$ cat src/rtl/locked_ckt_query_ctrl.sv
// locked_ckt_query_ctrl: serial key load, one pattern per query into a locked netlist, settle, capture, return.
// Optional KEY_PARITY_EN: key load takes an extra even-parity bit and flags mismatches on key_err.
module locked_ckt_query_ctrl #(
    parameter int NUM_IN     = 32,
    parameter int NUM_OUT    = 32,
    parameter int KEY_W      = 16,
    parameter int SETTLE_CYC = 2
) (
    input  logic               clk,
    input  logic               rst,
    input  logic               key_sdata,
    input  logic               key_svalid,
    input  logic               key_clear,
    output logic               key_loaded,
    input  logic [NUM_IN-1:0]  pat_data,
    input  logic               pat_valid,
    output logic               pat_ready,
    output logic [NUM_IN-1:0]  ckt_in,
    output logic [KEY_W-1:0]   ckt_key,
    input  logic [NUM_OUT-1:0] ckt_out,
    output logic [NUM_OUT-1:0] resp_data,
    output logic               resp_valid,
    input  logic               resp_ready,
    output logic [15:0]        query_cnt,
    output logic               key_err
);
    localparam int CNT_W = $clog2(KEY_W + 1);
    localparam int SW    = SETTLE_CYC > 1 ? $clog2(SETTLE_CYC) : 1;

    typedef enum logic [1:0] {LOAD, READY, SETTLE, RESP} state_t;

    state_t           state;
    logic [KEY_W-1:0] shadow;
    logic [CNT_W-1:0] cnt;
    logic [SW-1:0]    settle;

`ifdef KEY_PARITY_EN
    logic err_q;
    assign key_err = err_q;
`else
    assign key_err = 1'b0;
`endif

    always_ff @(posedge clk) begin
        if (rst) begin
            state      <= LOAD;
            ckt_in     <= '0;
            ckt_key    <= '0;
            resp_data  <= '0;
            shadow     <= '0;
            cnt        <= '0;
            settle     <= '0;
            query_cnt  <= '0;
            key_loaded <= 1'b0;
            pat_ready  <= 1'b0;
            resp_valid <= 1'b0;
`ifdef KEY_PARITY_EN
            err_q      <= 1'b0;
`endif
        end else if (key_clear) begin
            // zeroize the key and drop any in-flight query without counting it
            state      <= LOAD;
            ckt_in     <= '0;
            ckt_key    <= '0;
            shadow     <= '0;
            cnt        <= '0;
            key_loaded <= 1'b0;
            pat_ready  <= 1'b0;
            resp_valid <= 1'b0;
`ifdef KEY_PARITY_EN
            err_q      <= 1'b0;
`endif
        end else begin
            case (state)
                LOAD: if (key_svalid) begin
`ifdef KEY_PARITY_EN
                    if (cnt == CNT_W'(KEY_W)) begin
                        cnt <= '0;
                        if (^{key_sdata, shadow}) begin
                            shadow <= '0;
                            err_q  <= 1'b1;
                        end else begin
                            ckt_key    <= shadow;
                            key_loaded <= 1'b1;
                            pat_ready  <= 1'b1;
                            state      <= READY;
                        end
                    end else begin
                        shadow <= {key_sdata, shadow[KEY_W-1:1]};
                        cnt    <= cnt + 1'b1;
                    end
`else
                    shadow <= {key_sdata, shadow[KEY_W-1:1]};
                    if (cnt == CNT_W'(KEY_W - 1)) begin
                        cnt        <= '0;
                        ckt_key    <= {key_sdata, shadow[KEY_W-1:1]};
                        key_loaded <= 1'b1;
                        pat_ready  <= 1'b1;
                        state      <= READY;
                    end else begin
                        cnt <= cnt + 1'b1;
                    end
`endif
                end
                READY: if (pat_valid) begin
                    ckt_in    <= pat_data;
                    settle    <= SW'(SETTLE_CYC - 1);
                    pat_ready <= 1'b0;
                    state     <= SETTLE;
                end
                SETTLE: if (settle == '0) begin
                    resp_data  <= ckt_out;
                    resp_valid <= 1'b1;
                    state      <= RESP;
                end else begin
                    settle <= settle - 1'b1;
                end
                RESP: if (resp_ready) begin
                    resp_valid <= 1'b0;
                    pat_ready  <= 1'b1;
                    state      <= READY;
                    if (query_cnt != 16'hFFFF) query_cnt <= query_cnt + 1'b1;
                end
                default: state <= LOAD;
            endcase
        end
    end
endmodule

$ cat config.mk
export PLATFORM = sky130hd
export DESIGN_NAME = locked_ckt_query_ctrl
export DESIGN_NICKNAME = d
export VERILOG_FILES = /design/src/rtl/locked_ckt_query_ctrl.sv
export SDC_FILE = /design/constraint.sdc
export NUM_CORES = 1
export LEC_CHECK = 0
export CORE_MARGIN = 2
export CORE_UTILIZATION = 45
export CTS_CLUSTER_SIZE = 40
export DETAILED_ROUTE_END_ITERATION = 8
export PLACE_DENSITY_LB_ADDON = 0.15
export SLEW_MARGIN = 20
export SYNTH_ARGS = -nofsm -noshare
export SYNTH_HDL_FRONTEND = slang
export SYNTH_SLANG_ARGS = --single-unit
$ cat constraint.sdc
create_clock -name clk -period 2.4 [get_ports clk]
set_clock_uncertainty 0.15 [all_clocks]
set_input_delay 0.36 -clock clk [delete_from_list [all_inputs] [get_ports clk]]
set_output_delay 0.36 -clock clk [all_outputs]
set_load 0.1 [all_outputs]
**Yosys cells after proc, flatten, opt, wreduce, memory -nomap -nowiden**

Cells that the tools add are included.

- Output and inout port bits: 100
- Word-level logic and storage cells: 58
- Bits in registers: 123
- Input bits: 71

- Equality and inequality tests: 10
- Bitwise gates (word level): 2
- Reduce and logical (&&, ||, !) cells: 14
- Muxes and demuxes: 18
- Add/subtract/negate cells: 3

Operator list:

| operator | number |
|---|---|
| $add A16 B1 Y16 const B | 1 |
| $ne A16 B16 Y1 const B | 1 |
| $reduce_and A3 Y1 | 4 |
| $mux W2 | 5 |
| $ne A2 B2 Y1 const B | 5 |
| $reduce_and A5 Y1 | 2 |
| $mux W1 | 8 |
| $pmux W2 S4 | 1 |
| $add A5 B1 Y5 const B | 1 |
| $eq A5 B4 Y1 const B | 1 |
| $mux W5 | 1 |
| $eq A2 B2 Y1 const B | 2 |
| $pmux W1 S2 | 2 |
| $reduce_and A2 Y1 | 2 |
| $reduce_and A4 Y1 | 1 |
| $reduce_bool A2 Y1 | 2 |
| $pmux W1 S3 | 1 |
| $reduce_bool A3 Y1 | 1 |
| $eq A2 B1 Y1 const B | 1 |
| $logic_not A2 Y1 | 1 |
| $not A1 Y1 | 2 |
| $reduce_or A2 Y1 | 1 |
| $sub A1 B1 Y1 const B | 1 |

**Logic depth before layout (Yosys ltp)**

Gate-level depths: netlist (run 1).

- Word-level depth: 4
- Gate-level depth with buffers: 7
- Gate-level depth less buffers: 6

**Worst setup path before layout (run 1)**

OpenSTA, ideal clock, no wires.

- Path kind: register -> register
- Start: register query_cnt[0]
- End: register query_cnt[12]
- Clock period less this slack: 2.697 ns
- Slack: -0.297 ns
- Buffers on the path: 1
- Data arrival time: 2.477 ns
- Library setup time: 0.070 ns
- Data required time: 2.180 ns
- Stages on the path, launching flop included: 7
- Cells stage by stage: dfxtp_1 > ha_1 > nand4_2 > or2_1 > buf_6 > or4_1 > a21oi_1

- Word-level cells in the longest chain between the ends: 2
- Elaborated cells between the ends (all ways): 3
- Classes of those cells: add/sub: 1; eq/ne: 1; reduce/logical: 1

RTL lines:

| item | line | RTL |
|---|---|---|
| start, declared | 24 | `output logic [15:0] query_cnt,` |
| start signal, assigned | 122 | `if (query_cnt != 16'hFFFF) query_cnt <= query_cnt + 1'b1;` |
| parallel branches: the longest is 2 deep, another holds $add A16 B1 Y16 | n/a |  |

Several ways; the timed one is not identified.
A chain may end at the register's enable or synchronous reset.

**Final worst setup path (run 1)**

- Start: register query_cnt[0]
- End: register query_cnt[1]

The elaborated chain is that of the path after synthesis.

==> impl_metrics.json, run 1 <==
{
  "drtPass1Iterations": 5,
  "leakagePower_nw": 2.68,
  "grt_pass1_wl_mm": 19.1,
  "syn_area_um2": 4770,
  "diodes": 0,
  "post_cts_resized": 0,
  "async_reset_ff_share_pct": 0,
  "crit_chain": "ha_1 > nand4_2 > nor4_4 > mux2i_1 > a221o_1",
  "nets": 838,
  "stdcell_count": 909,
  "fillers": 859,
  "critical_path.max_stage_delay_ns": 0.57,
  "end_kind": "flip-flop",
  "clockRootBuffer": "clkbuf_8",
  "io_pins": 171,
  "num_rows": 37,
  "fin_total_pwr_mw": 5.09,
  "clk_pin_slew_ns": 0.06,
  "syn_nets": 676,
  "use_met1_pct": 25.3,
  "vias": 4586,
  "rsz0062_at_grt": "no",
  "synth.distinct_cells": 51,
  "initial_utilization_pct": 46.2,
  "worst_slack_ns": 0.323,
  "gp_congestion": 0.820,
  "crit_family": "simple AND/OR/NAND/NOR gates",
  "power.density_nw_per_um2": 725,
  "grt_max_degree": 48,
  "synth_seq_cells": 122,
  "hp-class": "in2reg",
  "critPathLaunchType": "flip-flop",
  "grt_use_total_pct": 20.7,
  "vias_per_cell": 5.05,
  "drt-initial-drc-count": 171,
  "yosys_warnings": 0,
  "synth_ff_type": "dfxtp_1",
  "timing.final.crit_share_pct": 86.5,
  "antenna_found_initial": 0,
  "crit_buf_inv": 0,
  "clockBufferDepth": 2,
  "final_util_pct": 68.0,
  "syn_inst": 599,
  "slew_viol_final": 0,
  "slew_headroom_pct": 48.7,
  "tns_ns": 0,
  "period_minus_slack_ns": 2.08,
  "cts.sinks": 122,
  "preCtsSetupSlack_ns": 0.121,
  "max_cap_violations": 0,
  "route.antenna.remaining_nets": 0,
  "die_w_um": 107,
  "placed_area_um2": 6350,
  "synth_edf_count": 0,
  "hold_ws_ns": 0.0544,
  "syn_area_per_cell_um2": 7.97,
  "status": "complete, no violations",
  "dp_cells": 878,
  "die-area_um2": 11400,
  "final_area_um2": 7020,
  "crit_fanout": 10,
  "multiInputGateArea_um2": 2150,
  "arrival_ns": 2.32,
  "grt_overflow": 0,
  "coreArea_um2": 10300,
  "hold_viol": 0,
  "worst_pin_slew_ns": 0.762,
  "seq_area_frac_synth_pct": 51.2,
  "grt_pass1_vias": 4142,
  "grt_use_met3_pct": 5.78,
  "hold_buffers": 0,
  "criticalPathCategory": "reg2reg",
  "met2_usage_pct": 34.8,
  "max_freq_mhz": 481,
  "h-tree-depth": 4,
  "wl_per_cell_um": 13.2,
  "post_cts_buffers": 0,
  "register_area_um2": 2460,
  "hpwl_mm": 8.27,
  "area_delta_synth_final_pct": 47.1,
  "grt.busiest_layer": "met2",
  "max-vdd-ir-drop_uv": 515,
  "required_ns": 2.64,
  "io_buffers": 169,
  "finalSetupViolations": 0,
  "final_layout_size_suffix_gt1_share_pct": 21.5,
  "cts_buffers": 17,
  "dieHeight_um": 107,
  "tritoncts": "yes",
  "clk_latency_ns": 0.51,
  "slowest_stage": "nor4_4",
  "drc_errors": 0,
  "wirelength_mm": 12.0
}
==> synthesized netlist by cell type, types with 2 or more instances <==
library cell	instances	area [µm²]
nand4_1	4	25.0
nand3_1	6	30.0
or4_1	4	30.0
and2_1	3	18.8
nor2b_1	8	50.1
or3_1	2	12.5
a221o_1	2	20.0
and4_1	3	26.3
mux2_2	2	22.5
inv_1	7	26.3
nor3_1	4	20.0
or2_2	2	12.5
clkbuf_1	34	128
ha_1	6	75.1
dfxtp_1	122	2440
a21oi_1	110	551
a31oi_1	3	18.8
o31ai_1	5	37.5
a211oi_1	6	45.0
nor2_1	17	63.8
nand2_1	211	792
o21ai_0	4	20.0
mux2i_1	2	20.0
nor4_1	3	18.8
nor3b_1	2	15.0
buf_2	2	10.0
==> layer usage <==
layer | up-vias | routed length, µm
met1 | 2097 | 5220
met5 | - | 0
met4 | 0 | 207
met3 | 22 | 699
met2 | 132 | 5900
li1 | 2335 | -
==> logic make-up (layout without fill, tap and decap cells) <==
logic type / after synthesis / in the layout / synth area share [%]
AND/OR/NAND/NOR: 281 / 281 / 26.2
AO/OA/AOI/OAI: 138 / 138 / 16.0
flip-flops: 122 / 122 / 51.2
buffers and inverters: 46 / 220 / 3.91
adder cells (fa/ha/maj): 6 / 6 / 1.57
multiplexers: 4 / 4 / 0.891
other: 1 / 1 / 0.0786
XOR/XNOR: 1 / 1 / 0.184
==> area by class of cell <==
cell class,instances,area share (%)
Clock buffer,18,6.10
Clock inverter,13,3.42
Inverter,7,0.374
Multi-Input combinational cell,431,30.6
Sequential cell,122,35.0
Tap cell,136,2.42
Timing Repair Buffer,182,22.1
==> flip-flops by register name, summed over array words and instances (netlist names) <==
name and flops:
resp_data 32, pat_ready 1, shadow 15, ckt_key 16, key_loaded 1, ckt_in 32
query_cnt 16, state 2, cnt 5, resp_valid 1, settle 1
==> report_power, final <==
group          leakage, nW  total (mW)  internal [mW]  switching [mW]
logic                 1.37       0.187          0.112          0.0743
clock network        0.322        2.87           1.93           0.941
registers            0.988        2.03           2.03         0.00178
total                 2.68        5.09           4.07            1.02
==> placed cells by master, fill, tap and decap left out, types with 3 or more instances in the layout <==
cell / Yosys / final
buf_4: 1 / 111
a211oi_1: 6 / 6
ha_1: 6 / 6
dfxtp_2: 0 / 11
clkinv_4: 0 / 3
nor3_1: 4 / 4
nand3_1: 6 / 6
clkdlybuf4s50_1: 0 / 69
nor2_1: 17 / 17
a21oi_1: 110 / 110
clkbuf_16: 0 / 16
o31ai_1: 5 / 5
inv_6: 0 / 3
or4_1: 4 / 4
inv_1: 7 / 7
nor4_1: 3 / 3
and4_1: 3 / 3
bufinv_16: 0 / 6
o21ai_0: 4 / 4
a31oi_1: 3 / 3
nor2b_1: 8 / 8
nand4_1: 4 / 4
and2_1: 3 / 3
nand2_1: 211 / 211
dfxtp_1: 122 / 111
==> worst paths after layout <==
kind | start | to | slack [ns] | cells after the start
max | query_cnt[0] | query_cnt[1] | 0.32 | 5
min | rst | query_cnt[2] | 0.05 | 2
max reg2reg | query_cnt[0] | query_cnt[1] | 0.32 | 5
min reg2reg | resp_data[18] | resp_data[18] | 0.30 | 2
(Power assumes the default switching activity.)
==> run 2: changes to the inputs <==
MAX_ROUTING_LAYER = met4   (was unset)
==> impl_metrics.json, run 2 (same netlist as run 1, synthesis figures left out) <==
{
  "status": "complete, no violations",
  "criticalPathCategory": "reg2reg",
  "grt_max_degree": 48,
  "die_w_um": 107,
  "reg_top3": "ckt_in: 32 flops, resp_data: 32 flops",
  "initial_utilization_pct": 46.2,
  "clockBufferDepth": 2,
  "num_rows": 37,
  "die-area_um2": 11400,
  "worst_pin_slew_ns": 0.763,
  "period_minus_slack_ns": 2.08,
  "cts_buffers": 17,
  "end_kind": "flip-flop",
  "post_cts_resized": 0,
  "grt_pass1_vias": 4156,
  "critical_path.max_stage_delay_ns": 0.57,
  "dieHeight_um": 107,
  "crit_chain": "ha_1 > nand4_2 > nor4_4 > mux2i_1 > a221o_1",
  "grt_pass1_wl_mm": 19.2,
  "swShare_pct": 20.1,
  "leakagePower_nw": 2.68,
  "fillers": 859,
  "diodes": 0,
  "drt-initial-drc-count": 178,
  "io_pins": 171,
  "p_clk_share_pct": 56.5,
  "p_comb_share_pct": 3.7,
  "drc_errors": 0,
  "io_buffers": 169,
  "critPathLaunchType": "flip-flop",
  "max_freq_mhz": 480,
  "slowest_stage": "nor4_4",
  "cts.sinks": 122,
  "hp-class": "in2reg",
  "post_cts_buffers": 0,
  "wl_per_cell_um": 13.3,
  "tritoncts": "yes",
  "gp_congestion": 0.832,
  "clk_latency_ns": 0.52,
  "max-vdd-ir-drop_uv": 514,
  "clk_pin_slew_ns": 0.06,
  "clockRootBuffer": "clkbuf_8",
  "area_delta_synth_final_pct": 47.1,
  "vias": 4567,
  "placed_area_um2": 6350,
  "p_int_mw": 4.07,
  "hold_viol": 0,
  "drtPass1Iterations": 6,
  "crit_fanout": 10,
  "p_seq_share_pct": 39.8,
  "final_area_um2": 7020,
  "tns_ns": 0,
  "antenna_found_initial": 0,
  "nets": 838,
  "grt_use_total_pct": 21.4,
  "final_layout_size_suffix_gt1_share_pct": 21.5,
  "hpwl_mm": 8.27,
  "arrival_ns": 2.33,
  "max_cap_violations": 0,
  "route.antenna.remaining_nets": 0,
  "power.density_nw_per_um2": 726,
  "coreArea_um2": 10300,
  "rsz0062_at_grt": "no",
  "wirelength_mm": 12.1,
  "h-tree-depth": 4,
  "slew_viol_final": 0,
  "timing.final.crit_share_pct": 86.8,
  "final_cell_mix": "nand2_1, dfxtp_1, buf_4, a21oi_1, clkdlybuf4s50_1",
  "finalSetupViolations": 0,
  "vias_per_cell": 5.02,
  "final_common_cell": "nand2_1",
  "power_switching_mw": 1.02,
  "multiInputGateArea_um2": 2150,
  "required_ns": 2.65,
  "hold_buffers": 0,
  "register_area_um2": 2460,
  "slew_headroom_pct": 48.6,
  "grt_overflow": 0
}
[run 2: per-stage QoR]
stage	worst slack (ns)	power, mW	utilization (%)	instances	hold slack (ns)
3_5_place_dp	0.121	2.26	61.5	878	0.295
5_1_grt	0.221	5.26	68.0	909	0.0498
6_report	0.316	5.09	68.0	909	0.0366
2_1_floorplan	0.00583	2.13	-	599	0.269
4_1_cts	0.337	5.14	68.0	909	0.0192
3_3_place_gp	0.158	2.26	61.5	878	0.279
[run 2: power groups by stage]
stage	combinational, mW	clock [mW]	sequential, mW
5_1_grt	0.200	3.04	2.03
3_3_place_gp	0.184	0	2.07
4_1_cts	0.187	2.92	2.03
2_1_floorplan	0.0543	0	2.07
6_report	0.187	2.88	2.03
3_5_place_dp	0.186	0	2.07
[run 2: area by class of cell]
| class | count | area share, % |
|---|---|---|
| flip-flops and latches | 122 | 35.0 |
| multi-input cells | 431 | 30.6 |
| repair buffers | 182 | 22.1 |
| clock buffers | 18 | 6.10 |
| clock inverters | 13 | 3.42 |
| well taps | 136 | 2.42 |
| inverters | 7 | 0.374 |
[run 2: final timing paths]
check                                   start       endpoint  slack, ns  depth (start not counted)
worst min register to register  resp_data[18]  resp_data[18]       0.30                          2
worst max register to register   query_cnt[0]   query_cnt[1]       0.32                          5
worst max-delay path             query_cnt[0]   query_cnt[1]       0.32                          5
worst min-delay path                      rst   query_cnt[2]       0.04                          2
[run 2: critical path: cells and delay by family (launching register included)]
family / cells / cell delay [ns]
fa+ha+maj: 1 / 0.23
simple gates: 2 / 0.77
mux: 1 / 0.16
compound gates: 1 / 0.28
flops: 1 / 0.37
[run 2: routing by layer]
metal / vias up / GRT usage, % / wire, µm
met4: 0 / 7.79 / 215
met3: 21 / 5.41 / 650
met1: 2088 / 25.5 / 5220
li1: 2333 / - / -
met5: - / - / 0
met2: 125 / 34.9 / 5980
==> patch 1 (flow settings as in run 2) <==
Make the reset (`rst`) asynchronous in one clocked block.
--- a/src/rtl/locked_ckt_query_ctrl.sv
+++ b/src/rtl/locked_ckt_query_ctrl.sv
@@ -42,5 +42,5 @@
 `endif
 
-    always_ff @(posedge clk) begin
+    always_ff @(posedge clk or posedge rst) begin
         if (rst) begin
             state      <= LOAD;
Behaviour: same outputs for any inputs over 10 cycles, from zero or initial values and one cycle with rst high; that may be too few to reach the edited logic, so the function may still have changed.
==> patch 1 against run 2 <==
- count of clock-buffer cells in the layout grew 7
- setup slack lost 78 ps
- worst hold slack gained 43 ps
- synthesized area grew 4.7%
- wire length shrank 5.4%
- global-route usage shrank 1.4 points
- cell area grew 2.7%
- sequential cell count is the same
Power is not compared: it rests on default switching activity, and its combinational part moved more than twofold at a synthesized area within 25%.
==> patch 1: results (changes against run 2) <==
Route
  – Pre-antenna DRT Iters: 4 (-2)
  – 1st-iter DRT viols: 182 (+2.2%)
  – Via density: 5.16 (+2.7%)
  – Met2 wire len: 5.54 mm (-7.4%)
  – Mean routed wirelength per cell: 15.9 µm (+20%)
  – Vias after detailed routing: 3705 (-19%)

Synthesis
  – Adder-cell share of the synthesized area: 1.50% (-0.071 points)
  – Largest family of logic cells by synthesized area: compound AO/OA/AOI/OAI gates
  – Top FF cell, synth: dfrtp_1
  – Post-synthesis sequential area ratio: 61.1% (+9.9 points)
  – Syn nets: 467 (-31%)
  – Mux contribution to synthesized area: 8.16% (+7.3 points)
  – Top cells by area, synth: dfrtp_1 61%, a22o_1 8.2%, mux2_2 7.2%
  – Synth async-reset ratio: 100% (+100 points)
  – Netlist cell types: 46 (-9.8%)
  – Mean Syn Cell Area: 12.8 µm² (+61%)
  – Fraction of synthesized cell area in xor and xnor cells: 2.80% (+2.6 points)

Power and ir drop
  – Cell internal pwr: about 5 mW

Final layout
  – Layout cells sized above 1: 33.0% (+12 points)
  – Final nets: 647 (-23%)

Placed design
  – GPL Wtd Cong: 0.742 (-11%)
  – Post-DP HPWL: 8.13 mm (-1.7%)

Critical path
  – Crit path max fanout: 8 (-2)
  – Setup slack, reg-to-reg: 240 ps (-80 ps)
  – Slowest cell on crit path: dfrtp_1
  – Critical path origin: state[0]$_DFFE_PP0P_
  – Top delay family on crit path: compound AO/OA/AOI/OAI gates
  – Worst r2r path cells: 6 (+1)
  – CP endpoint: state[0]$_DFFE_PP0P_
  – Arr. time, crit path: 2400 ps (+70 ps)
  – RR Endpoint: state[0]$_DFFE_PP0P_

STA
  – Relative slew margins: 42.3% (-6.3 points)

Global routing
  – Met2 usage: 31.0% (-3.9 points)
  – Gr usage total: 20.0% (-1.4 points)
  – M1 GR Usage: 25.2% (-0.31 points)
  – Met3 Usage GRT: 6.05% (+0.64 points)
  – Largest net degree at the start of global routing: 42 (-13%)

Status
  – Status: completed

Clock network
  – Worst skew pair latency: 500 ps (-20 ps)

Min path
  – Min-delay worst type: primary input to async pin
## patch 1: through the flow
stage                     setup slack (ps)  hold WS, ps  setup TNS [ps]  instance area, µm²
after detailed placement               116          332               0                6660
after floorplan                       29.4          337               0                5010
after CTS                              215         69.8               0                7210
final                                  239         80.0               0                7210
after global placement               -28.3          315            -722                6660
after global routing                  98.2         90.4               0                7210
## patch 1: final cells by class
cell class / count / area (µm²) / area share [%]
repair buffers: 183 / 1590 / 22.0
well taps: 140 / 175 / 2.43
multi-input cells: 241 / 1820 / 25.3
clock buffers: 25 / 514 / 7.13
flip-flops and latches: 122 / 3060 / 42.4
clock inverters: 2 / 35.0 / 0.486
inverters: 5 / 22.5 / 0.312
## patch 1: power groups by stage
stage / sequential (mW) / combinational [mW] / clock [mW]
detailed placement: 2.75 / 4.41 / 0
CTS: 2.72 / 4.41 / 2.39
global route: 2.76 / 4.53 / 2.49
finish: 2.71 / 4.38 / 2.34
global placement: 2.72 / 4.36 / 0
floorplan: 5.41 / 0.731 / 0
==> patch 2 (settings of run 2) <==
Made on the original files. Change the parameter `SETTLE_CYC` from 2 to 4.
--- a/src/rtl/locked_ckt_query_ctrl.sv
+++ b/src/rtl/locked_ckt_query_ctrl.sv
@@ -5,5 +5,5 @@
     parameter int NUM_OUT    = 32,
     parameter int KEY_W      = 16,
-    parameter int SETTLE_CYC = 2
+    parameter int SETTLE_CYC = 4
 ) (
     input  logic               clk,
Function: no difference found for any inputs over 10 cycles, from zero or initial values and one cycle with rst high; that may be too few to reach the edited logic, so the function may still have changed.
==> patch 2 against run 2 <==
- via count is 1.3% higher
- clock power shrank 15%
- wire length up 1.8%
- synthesized area is 0.42% higher
- power decreased by 8.3%
- sequential cell count grew 1
- cell area shrank 1.0%
- non-clock buffer count shrank 3
- combinational power barely moved
- setup slack gained 62 ps
==> patch 2: results (changes against run 2) <==
Min path
  – Hold Path Origin: pat_data[11]

Synthesis
  – Adder-cell share of the synthesized area: 2.09% (+0.52 points)
  – Mean Syn Cell Area: 8.00 µm² (+0.42%)
  – Fraction of synthesized cell area in xor and xnor cells: 0.183% (-0.00077 points)
  – Netlist cell types: 44 (-14%)
  – Post-synthesis sequential area ratio: 51.4% (+0.20 points)
  – Synth Area in Compound Gates: 15.1% (-0.85 points)
  – Synth cell count leaders: 204 x nand2_1, 123 x dfxtp_1, 114 x a21oi_1

Global routing
  – Largest net degree at the start of global routing: 58 (+21%)
  – Vias in the first global route: 4280 (+3.0%)
  – Gr usage total: 21.6% (+0.21 points)
  – Met2 usage: 36.3% (+1.4 points)
  – Met3 Usage GRT: 5.96% (+0.55 points)
  – First-pass GRT wire length: 19.5 mm (+1.9%)

Status
  – Status: completed

Final layout
  – Final nets: 842 (+0.48%)
  – NonClk Buf Share: 22.0% (-0.098 points)
  – Fin cells: 912 (+0.33%)
  – Layout fillers: 853 (-0.70%)
  – Number of non-clock buffers: 179 (-1.6%)
  – Multi-input gate area: 2170 µm² (+0.99%)

Critical path
  – Arr. time, crit path: 2270 ps (-60 ps)
  – Setup slack, reg-to-reg: 380 ps (+60 ps)

Placed design
  – Placed cells: 880 (+0.23%)
  – GPL Wtd Cong: 0.819 (-1.6%)
  – Post-DP HPWL: 8.52 mm (+3.1%)

Route
  – Via density: 5.07 (+1.0%)
  – Pre-antenna DRT Iters: 5 (-1)
  – Routed length on met3: 799 µm (+23%)
  – 1st-iter DRT viols: 216 (+21%)
  – M1 WL: 5.31 mm (+1.7%)

Power and ir drop
  – Maximum vdd drop: 0.487 mV (-5.4%)
  – Cell area power density: 672 nW/µm² (-7.3%)

STA
  – Hold_ws: 251 ps (+215 ps)
patch 2: critical path, delay by kind of cell (launching register included):
kind | cells | cell delay (ps)
AO/OA/AOI/OAI | 1 | 140
multiplexers | 1 | 340
flip-flops | 1 | 410
adder cells (fa/ha/maj) | 1 | 300
AND/OR/NAND/NOR | 2 | 580
patch 2: worst max path at each step:
stage	end	depth (start not counted)
2_1_floorplan	query_cnt[0]$_SDFFE_PP0P_	4
5_1_grt	query_cnt[8]$_SDFFE_PP0P_	5
3_5_place_dp	query_cnt[8]$_SDFFE_PP0P_	5
4_1_cts	query_cnt[8]$_SDFFE_PP0P_	5
3_3_place_gp	query_cnt[8]$_SDFFE_PP0P_	5
6_report	query_cnt[8]$_SDFFE_PP0P_	5
patch 2: report_power, final:
group	internal [mW]	switching (mW)	leakage, nW
sequential	2.04	0.00143	0.994
clock	1.56	0.882	0.281
combinational	0.113	0.0737	1.36
total	3.71	0.957	2.64
